--- config.mk ---
export PLATFORM = sky130hd
export DESIGN_NAME = upower_mc_sequencer_flat
export DESIGN_NICKNAME = d
export VERILOG_FILES = /design/src/rtl/upower_mc_sequencer_if.sv /design/src/rtl/upower_mc_sequencer.sv /design/src/flat_wrapper.sv
export SDC_FILE = /design/constraint.sdc
export NUM_CORES = 1
export LEC_CHECK = 0
export CORE_UTILIZATION = 52
export CTS_CLUSTER_DIAMETER = 60
export DETAILED_ROUTE_END_ITERATION = 10
export GPL_ROUTABILITY_DRIVEN = 0
export GPL_TIMING_DRIVEN = 0
export PLACE_DENSITY_LB_ADDON = 0.15
export SYNTH_ARGS = -nofsm -noshare
export SYNTH_HDL_FRONTEND = slang
export SYNTH_SLANG_ARGS = --single-unit
--- constraint.sdc ---
create_clock -name clk -period 4.05 [get_ports clk]
set_input_delay 0.81 -clock clk [delete_from_list [all_inputs] [get_ports clk]]
set_output_delay 0.81 -clock clk [all_outputs]
set_load 0.01 [all_outputs]
--- src/rtl/upower_mc_sequencer_if.sv ---
// Control bundle between the uPOWER multi-cycle sequencer and its datapath.
// The master side is the sequencer: it observes instruction fields, memory
// acknowledgements and the ALU branch flag, and drives the datapath enables.
interface upower_mc_sequencer_if #(
  parameter int CNT_W = 32
);
  logic             run;
  logic [5:0]       opcode;
  logic [9:0]       xo;
  logic             alu_branch;
  logic             imem_ack;
  logic             dmem_ack;
  logic             imem_req;
  logic             ir_load;
  logic             alu_en;
  logic             dmem_req;
  logic             dmem_we;
  logic             reg_we;
  logic             mem_to_reg;
  logic             pc_write;
  logic             pc_src;
  logic             busy;
  logic             illegal;
  logic [CNT_W-1:0] retired;

  modport master (
    input  run, opcode, xo, alu_branch, imem_ack, dmem_ack,
    output imem_req, ir_load, alu_en, dmem_req, dmem_we, reg_we,
           mem_to_reg, pc_write, pc_src, busy, illegal, retired
  );

  modport slave (
    output run, opcode, xo, alu_branch, imem_ack, dmem_ack,
    input  imem_req, ir_load, alu_en, dmem_req, dmem_we, reg_we,
           mem_to_reg, pc_write, pc_src, busy, illegal, retired
  );
endinterface

--- src/rtl/upower_mc_sequencer.sv ---
// uPOWER multi-cycle control sequencer: steps each instruction through
// FETCH / DECODE / EXEC / MEM / WB around a shared ALU, with req/ack memory
// handshakes and a terminal TRAP state for unsupported instructions.
module upower_mc_sequencer #(
  parameter int CNT_W = 32
) (
  input logic                   clk,
  input logic                   rst_n,
  upower_mc_sequencer_if.master bus
);

  typedef enum logic [2:0] {
    S_IDLE, S_FETCH, S_DECODE, S_EXEC, S_MEM, S_WB, S_TRAP
  } state_t;

  // Instruction class latched in DECODE; conditional and unconditional
  // branches are kept apart so EXEC knows whether to consult alu_branch.
  typedef enum logic [2:0] {
    C_ALU, C_LOAD, C_STORE, C_STU, C_BRU, C_BRC, C_ILL
  } cls_t;

  // Registered Moore outputs. br_cond marks the EXEC cycle of a conditional
  // branch, where pc_src follows the ALU flag of that same cycle.
  typedef struct packed {
    logic imem_req;
    logic alu_en;
    logic dmem_req;
    logic dmem_we;
    logic reg_we;
    logic mem_to_reg;
    logic pc_write;
    logic pc_src;
    logic br_cond;
    logic busy;
    logic illegal;
  } outs_t;

  function automatic cls_t f_decode(input logic [5:0] op, input logic [9:0] x);
    cls_t c;
    case (op)
      6'd31: begin
        case (x)
          10'd266, 10'd40, 10'd28, 10'd986,
          10'd476, 10'd444, 10'd316:       c = C_ALU;
          default:                          c = C_ILL;
        endcase
      end
      6'd14, 6'd15, 6'd28, 6'd24, 6'd26:   c = C_ALU;
      6'd32, 6'd34, 6'd40, 6'd42, 6'd58:   c = C_LOAD;
      6'd36, 6'd38, 6'd44, 6'd62:          c = C_STORE;
      6'd37:                               c = C_STU;
      6'd18:                               c = C_BRU;
      6'd19:                               c = C_BRC;
      default:                             c = C_ILL;
    endcase
    return c;
  endfunction

  function automatic outs_t f_outs(input state_t s, input cls_t c);
    outs_t o;
    o = '0;
    case (s)
      S_FETCH: begin
        o.imem_req = 1'b1;
        o.busy     = 1'b1;
      end
      S_DECODE: begin
        o.busy = 1'b1;
      end
      S_EXEC: begin
        o.alu_en = 1'b1;
        o.busy   = 1'b1;
        if (c == C_BRU) begin
          o.pc_write = 1'b1;
          o.pc_src   = 1'b1;
        end
        if (c == C_BRC) begin
          o.pc_write = 1'b1;
          o.br_cond  = 1'b1;
        end
      end
      S_MEM: begin
        o.dmem_req = 1'b1;
        o.dmem_we  = (c == C_STORE) || (c == C_STU);
        o.busy     = 1'b1;
      end
      S_WB: begin
        o.reg_we     = 1'b1;
        o.pc_write   = 1'b1;
        o.mem_to_reg = (c == C_LOAD);
        o.busy       = 1'b1;
      end
      S_TRAP: begin
        o.illegal = 1'b1;
      end
      default: o = '0;
    endcase
    return o;
  endfunction

  state_t           r_state;
  cls_t             r_cls;
  outs_t            r_out;
  logic [CNT_W-1:0] r_retired;

  cls_t             w_dec_cls;
  cls_t             w_cls_nxt;
  state_t           w_state_nxt;
  state_t           w_run_nxt;
  logic             w_st_done;
  logic             w_retire;

  assign w_dec_cls = f_decode(bus.opcode, bus.xo);

  // A plain store finishes on its data ack, so its PC update rides on the ack.
  assign w_st_done = r_out.dmem_req && (r_cls == C_STORE) && bus.dmem_ack;

  // Next-state and class selection; the class is captured only in DECODE.
  always_comb begin
    w_cls_nxt   = r_cls;
    w_run_nxt   = bus.run ? S_FETCH : S_IDLE;
    w_state_nxt = r_state;
    if (r_state == S_DECODE) begin
      w_cls_nxt = w_dec_cls;
    end
    case (r_state)
      S_IDLE:   if (bus.run) w_state_nxt = S_FETCH;
      S_FETCH:  if (bus.imem_ack) w_state_nxt = S_DECODE;
      S_DECODE: w_state_nxt = (w_dec_cls == C_ILL) ? S_TRAP : S_EXEC;
      S_EXEC: begin
        case (r_cls)
          C_ALU:                  w_state_nxt = S_WB;
          C_LOAD, C_STORE, C_STU: w_state_nxt = S_MEM;
          C_BRU, C_BRC:           w_state_nxt = w_run_nxt;
          default:                w_state_nxt = S_TRAP;
        endcase
      end
      S_MEM: begin
        if (bus.dmem_ack) begin
          w_state_nxt = (r_cls == C_STORE) ? w_run_nxt : S_WB;
        end
      end
      S_WB:     w_state_nxt = w_run_nxt;
      S_TRAP:   w_state_nxt = S_TRAP;
      default:  w_state_nxt = S_IDLE;
    endcase
  end

  // Retire in WB, in EXEC of a branch, or on the data ack of a plain store.
  always_comb begin
    w_retire = 1'b0;
    if (r_state == S_WB) begin
      w_retire = 1'b1;
    end
    if ((r_state == S_EXEC) && ((r_cls == C_BRU) || (r_cls == C_BRC))) begin
      w_retire = 1'b1;
    end
    if (w_st_done) begin
      w_retire = 1'b1;
    end
  end

  // Sequencer state, latched class and registered outputs for the next state.
  always_ff @(posedge clk or negedge rst_n) begin
    if (!rst_n) begin
      r_state <= S_IDLE;
      r_cls   <= C_ALU;
      r_out   <= '0;
    end else begin
      r_state <= w_state_nxt;
      r_cls   <= w_cls_nxt;
      r_out   <= f_outs(w_state_nxt, w_cls_nxt);
    end
  end

  // Retired-instruction counter, wrapping naturally at its width.
  always_ff @(posedge clk or negedge rst_n) begin
    if (!rst_n) begin
      r_retired <= '0;
    end else if (w_retire) begin
      r_retired <= r_retired + CNT_W'(1);
    end
  end

  assign bus.imem_req   = r_out.imem_req;
  assign bus.ir_load    = r_out.imem_req & bus.imem_ack;
  assign bus.alu_en     = r_out.alu_en;
  assign bus.dmem_req   = r_out.dmem_req;
  assign bus.dmem_we    = r_out.dmem_we;
  assign bus.reg_we     = r_out.reg_we;
  assign bus.mem_to_reg = r_out.mem_to_reg;
  assign bus.pc_write   = r_out.pc_write | w_st_done;
  assign bus.pc_src     = r_out.pc_src | (r_out.br_cond & bus.alu_branch);
  assign bus.busy       = r_out.busy;
  assign bus.illegal    = r_out.illegal;
  assign bus.retired    = r_retired;

endmodule

--- src/flat_wrapper.sv ---
// flat-port wrapper written by rule: the top's interface ports become plain ports
module upower_mc_sequencer_flat 
#(
  parameter int CNT_W = 32
)
  (clk, rst_n, bus_run, bus_opcode, bus_xo, bus_alu_branch, bus_imem_ack, bus_dmem_ack, bus_imem_req, bus_ir_load, bus_alu_en, bus_dmem_req, bus_dmem_we, bus_reg_we, bus_mem_to_reg, bus_pc_write, bus_pc_src, bus_busy, bus_illegal, bus_retired);
  upower_mc_sequencer_if #(.CNT_W(CNT_W)) bus_i ();
  input logic clk;
  input logic rst_n;
  input wire logic [$bits(bus_i.run)-1:0] bus_run;
  input wire logic [$bits(bus_i.opcode)-1:0] bus_opcode;
  input wire logic [$bits(bus_i.xo)-1:0] bus_xo;
  input wire logic [$bits(bus_i.alu_branch)-1:0] bus_alu_branch;
  input wire logic [$bits(bus_i.imem_ack)-1:0] bus_imem_ack;
  input wire logic [$bits(bus_i.dmem_ack)-1:0] bus_dmem_ack;
  output wire logic [$bits(bus_i.imem_req)-1:0] bus_imem_req;
  output wire logic [$bits(bus_i.ir_load)-1:0] bus_ir_load;
  output wire logic [$bits(bus_i.alu_en)-1:0] bus_alu_en;
  output wire logic [$bits(bus_i.dmem_req)-1:0] bus_dmem_req;
  output wire logic [$bits(bus_i.dmem_we)-1:0] bus_dmem_we;
  output wire logic [$bits(bus_i.reg_we)-1:0] bus_reg_we;
  output wire logic [$bits(bus_i.mem_to_reg)-1:0] bus_mem_to_reg;
  output wire logic [$bits(bus_i.pc_write)-1:0] bus_pc_write;
  output wire logic [$bits(bus_i.pc_src)-1:0] bus_pc_src;
  output wire logic [$bits(bus_i.busy)-1:0] bus_busy;
  output wire logic [$bits(bus_i.illegal)-1:0] bus_illegal;
  output wire logic [$bits(bus_i.retired)-1:0] bus_retired;
  assign bus_i.run = bus_run;
  assign bus_i.opcode = bus_opcode;
  assign bus_i.xo = bus_xo;
  assign bus_i.alu_branch = bus_alu_branch;
  assign bus_i.imem_ack = bus_imem_ack;
  assign bus_i.dmem_ack = bus_dmem_ack;
  assign bus_imem_req = bus_i.imem_req;
  assign bus_ir_load = bus_i.ir_load;
  assign bus_alu_en = bus_i.alu_en;
  assign bus_dmem_req = bus_i.dmem_req;
  assign bus_dmem_we = bus_i.dmem_we;
  assign bus_reg_we = bus_i.reg_we;
  assign bus_mem_to_reg = bus_i.mem_to_reg;
  assign bus_pc_write = bus_i.pc_write;
  assign bus_pc_src = bus_i.pc_src;
  assign bus_busy = bus_i.busy;
  assign bus_illegal = bus_i.illegal;
  assign bus_retired = bus_i.retired;
  upower_mc_sequencer #(.CNT_W(CNT_W)) u_core (.clk(clk), .rst_n(rst_n), .bus(bus_i));
endmodule
==> run metrics, run 1 <==
status finished with violations; failing checks design-rule violations; critical path class input pin to output port; cell count after placement 361; boundary pin count 65; global router's overall resource usage 0.2172; simple-gate share of the synthesized area 0.2739; Residual DRC 3; final WL 5128 um; clock transition at the registers of the reported paths 0.09 ns; Setup violations, final 0; Critical Path AT 2.22 ns; most common cell after layout, fill and taps aside clkdlybuf4s50_1; Yosys reg bits 49; main combinational cell family by area after synthesis simple AND/OR/NAND/NOR gates; Die Y 71.32 um; 1st-pass router iterations 10; Multi-input gate area 1239 sq um; first-pass GRT wire length 8735 um; Max Fclk 0.3300 GHz; Util after Layout 0.7377; Slew @ Worst Pin 0.6657 ns; post-synthesis adder-cell area fraction 0.009014; CTS max path bufs 2; CP Capture Type output port; synthesized area per cell 10.20 sq um; post-cts resize count 0; vias 2,117; PortBufs 63; vias in the first global route 1,938; number of filler cells placed in the layout 330; # rows 24; Worst EP required 3.24 ns; fin crit share 0.7482; area growth from synthesis to layout 32.10%; CTS tree done; FFs w/ async S/R, synth 1.000; Worst setup SP type input pin; CTS Hold Bufs 0; Syn Nets 268; crit path max fanout 4; Mapped Cells 245; CTS root buf clkbuf_8; R2R depth 6; CTS buffer count 5; largest net degree at the start of global routing 41; VDD IR max 165.2 uV; worst hold path class input pin to async pin; Yosys warnings 0; layout cells sized above 1 0.08202; Clock Sinks 49; sequential share of the synthesized area 0.4907; max-cap violation count 0; number of flip-flops in the largest register 32; Nets 339; commonest non-fill, non-tap cells in the layout 62 x clkdlybuf4s50_1, 49 x dfrtp_1, 22 x nor2_1, 22 x xnor2_1, 19 x nand2_1; Max transition margin 0.5528; routed len/inst 13.90 um; Pleak 1.392 nW; Top FF cell, synth dfrtp_1; area occupied by registers 1226 sq um; DIE AREA 5087 sq um; antenna cells 0; mux cell area share after synthesis 0.004507; core area 4474 sq um; Synth cell types 57; worst-skew pair later-pin latency 0.30 ns; Synth Area in Compound Gates 0.09965; starting density of the core 0.5584; grt ovf 0; Post CTS Setup Buffer Count 0; RSZ-0062 raised after global routing no; XOR/XNOR share of the synthesized area 0.1087; chip width 71.32 um; setup TNS 0 ns; Vias/cell 5.737; dpl hpwl 3854 um; Post-synth EDFFs 0; Worst Clk Skew 0.01017 ns; fin. max-slew vios 0; initial antenna violation count 0; fin cells 369; initial detailed-routing violation count 117; min cycle time layout 3.030 ns; H-tree depth 2; synthesized area 2499 sq um; Antenna Nets Post-Route 0; Power Density 416.5 nW/um^2; Final Hold Viols 0
-- through the flow --
stage	hold WS, ns	total power, W	area (sq um)	worst slack [ns]
2_1_floorplan	0.5073	0.0008969	2499	1.731
3_3_place_gp	0.4594	0.001082	3194	0.8302
3_5_place_dp	0.4654	0.001094	3209	1.019
4_1_cts	0.3628	0.001383	3301	1.017
5_1_grt	0.3802	0.001460	3301	0.9843
6_report	0.3632	0.001375	3301	1.020
-- kinds of logic after synthesis --
logic type | count (synthesis)
buf+inv | 8
fa+ha+maj | 2
mux | 1
simple gates | 122
compound gates | 32
xor+xnor | 31
flops | 49
-- metal layers --
layer / up-vias / global-route usage / routed length (um)
li1: 1020 / - / -
met1: 1020 / 0.3105 / 2375
met2: 72 / 0.3302 / 2405
met3: 5 / 0.03938 / 292
met4: 0 / 0.08444 / 55
met5: - / 0 / 0
-- final cells by class --
type | count | area share
Multi-Input combinational cell | 188 | 0.3753
Sequential cell | 49 | 0.3715
Timing Repair Buffer | 64 | 0.1956
Clock buffer | 5 | 0.02085
Tap cell | 52 | 0.01971
Clock inverter | 3 | 0.006823
Buffer | 4 | 0.005686
Inverter | 4 | 0.004549
-- critical path: stages --
cell and delay (ns):
clkdlybuf4s50_1 0.43, and3_2 0.22, or2_2 0.27, clkdlybuf4s50_1 0.48
-- synth_stat cells, types with 3 or more instances --
| master | instances | share of area |
|---|---|---|
| dfrtp_1 | 49 | 0.49 |
| buf_2 | 3 | 0.0060 |
| o21ai_0 | 3 | 0.0060 |
| a31oi_1 | 3 | 0.0075 |
| xor2_1 | 9 | 0.032 |
| a21o_1 | 3 | 0.0090 |
| nand4_1 | 9 | 0.023 |
| nor2b_1 | 7 | 0.018 |
| nor4_1 | 3 | 0.0075 |
| nor2_1 | 22 | 0.033 |
| nand2b_1 | 3 | 0.0075 |
| nand3_1 | 17 | 0.034 |
| a21oi_1 | 5 | 0.010 |
| nor3_1 | 10 | 0.020 |
| and2_1 | 5 | 0.013 |
| xnor2_1 | 22 | 0.077 |
| nand2_1 | 19 | 0.029 |
| nand4b_1 | 3 | 0.011 |
| inv_1 | 3 | 0.0045 |
| and3_1 | 4 | 0.010 |
-- final timing paths --
check	slack [ns]	end	from
worst max-delay path	1.02	bus_pc_write	bus_dmem_ack
worst min-delay path	0.36	u_core.bus.reg_we	rst_n
worst max register to register	1.93	u_core.bus.retired[23]	u_core.r_cls[1]
worst min register to register	0.47	u_core.bus.retired[31]	u_core.bus.retired[31]
max in group asynchronous	3.21	u_core.bus.busy	rst_n
min in group clk	0.47	u_core.bus.retired[31]	u_core.bus.retired[31]
-- power breakdown --
part / internal, W / switching, W / total (W) / leakage (nW)
Sequential: 0.000562 / 0.0000701 / 0.000632 / 0.653
Clock: 0.000123 / 0.000165 / 0.000288 / 0.0481
Combinational: 0.000216 / 0.000240 / 0.000455 / 0.691
Total: 0.000900 / 0.000475 / 0.00137 / 1.39
Power figures use the tool's default switching activity.
==> run 2: changes to the inputs <==
Settings changed: CORE_UTILIZATION 52 to 49.
Clock period 4.05 ns to 2.9 ns, I/O delays scaled along.
==> run 2 against run 1 <==
Against the previous run:
- the flow now finishes without violations
- largest cell class unchanged
- non-clock buffer count did not move
- clock power increased by 34%
- highest routed layer unchanged
- cell count up 4.1%
- via count is 4.2% lower
- clock skew shrank 0.0022 ns
- final area grew 0.68%
- sequential share of layout area is 0.25 points lower
==> run metrics, run 2 (synthesis gave the netlist of run 1 again) <==
Most Crowded Layer GR met2; CTS Hold Bufs 0; Finished Cell Area 3323 sq um; Worst Clk Skew 0.007980 ns; met2 Usage GRT 0.3241; Pleak 1.385 nW; area growth from synthesis to layout 33.00%; max-cap violation count 0; Worst path top cell family by delay buffers and inverters; Antenna Nets Post-Route 0; initial detailed-routing violation count 112; fin cells 384; Residual DRC 0; R2R depth 6; VDD IR max 350.7 uV; layout cells sized above 1 0.07886; cell mode on critical path clkdlybuf4s50_1; R2R Setup Slk 0.79 ns; starting density of the core 0.5187; RSZ-0062 raised after global routing no; setup TNS 0 ns; antenna cells 0; fin. max-slew vios 0; most common cell after layout, fill and taps aside clkdlybuf4s50_1; Crit-path slowest cell clkdlybuf4s50_1; Vias/cell 5.284; number of flip-flops in the largest register 32; worst path buffer plus inverter count 2; Worst setup SP type input pin; largest net degree at the start of global routing 28; min cycle time layout 2.611 ns; slowest stage delay, CP 0.48 ns; grt ovf 0; Max Fclk 0.3830 GHz; boundary pin count 65; worst hold path class input pin to async pin; first-pass GRT wire length 8590 um; Nets 339; Slew @ Worst Pin 0.6628 ns; M1 GR Usage 0.2888; final WL 4998 um; Max transition margin 0.5547; worst-skew pair later-pin latency 0.30 ns; crit path max fanout 4; 1st-pass router iterations 4; routed len/inst 13.02 um; clock transition at the registers of the reported paths 0.09 ns; CTS max path bufs 2; commonest non-fill, non-tap cells in the layout 62 x clkdlybuf4s50_1, 49 x dfrtp_1, 22 x nor2_1, 22 x xnor2_1, 19 x nand2_1; Die Y 73.41 um; vias 2,029; dpl hpwl 3830 um; global router's overall resource usage 0.2072; vias in the first global route 1,902; Setup WS post-layout 0.2888 ns; CTS root buf clkbuf_8; Setup violations, final 0; crit path cell chain clkdlybuf4s50_1 -> and3_2 -> or2_2 -> clkdlybuf4s50_1; core area 4817 sq um; Placement Cell Area 3236 sq um; PortBufs 63; Final Hold Viols 0; DIE AREA 5389 sq um; Clock Sinks 49; fin crit share 0.9004; Power Density 569.8 nW/um^2; Post CTS Setup Buffer Count 0; Worst EP required 2.32 ns; H-tree depth 2; CP Capture Type output port; initial antenna violation count 0; Crit. path cell count 4; CTS tree done; post-cts resize count 0; cell count after placement 376; critical path class input pin to output port; CTS buffer count 5; Critical Path AT 2.03 ns; # rows 25; status finished clean; worst slack at placement 0.1440 ns; chip width 73.41 um; M3 GR Usage 0.05213
## run 2: cell count changes in the layout (fill, tap and decap cells not counted)
cell        before  now
buf_12           1    0
buf_16           0    1
clkinv_2         1    0
clkinv_4         2    0
clkbuf_1         1    2
clkinvlp_4       0    2
## run 2: per-layer routing
layer  part of all wire  vias to the layer above
li1                   -                     1026
met1               0.49                      947
met2               0.45                       52
met3              0.045                        4
met4             0.0096                        0
met5                  0                        -
## run 2: cell type report
type                            instances  area, sq um
Clock buffer                            6        72.57
Buffer                                  4        18.77
Clock inverter                          2        15.01
Multi-Input combinational cell        188         1239
Tap cell                               67        83.83
Inverter                                4        15.01
Sequential cell                        49         1226
Fill cell                             413         1494
Timing Repair Buffer                   64        653.1
## run 2: final timing paths
kind                                             start                     end
worst max-delay path                      bus_dmem_ack            bus_pc_write
worst min-delay path                             rst_n       u_core.r_state[1]
worst max register to register         u_core.r_cls[1]  u_core.bus.retired[23]
worst min register to register  u_core.bus.retired[31]  u_core.bus.retired[31]
max in group asynchronous                        rst_n  u_core.bus.retired[13]
min in group clk                u_core.bus.retired[31]  u_core.bus.retired[31]
## run 2: where the power goes
group | total, W | switching [W] | internal (W)
logic | 0.000627 | 0.000325 | 0.000302
clock network | 0.000387 | 0.000217 | 0.000170
registers | 0.000880 | 0.0000953 | 0.000784
## run 2: stage by stage
stage                       util  hold WS (ns)  power [W]
final                     0.6899        0.2850   0.001894
after global routing      0.6899        0.3236   0.002032
after CTS                 0.6899        0.2955   0.001909
after detailed placement  0.6717        0.4858   0.001521
after global placement    0.6670        0.4601   0.001504
after floorplan                -        0.2844   0.001253
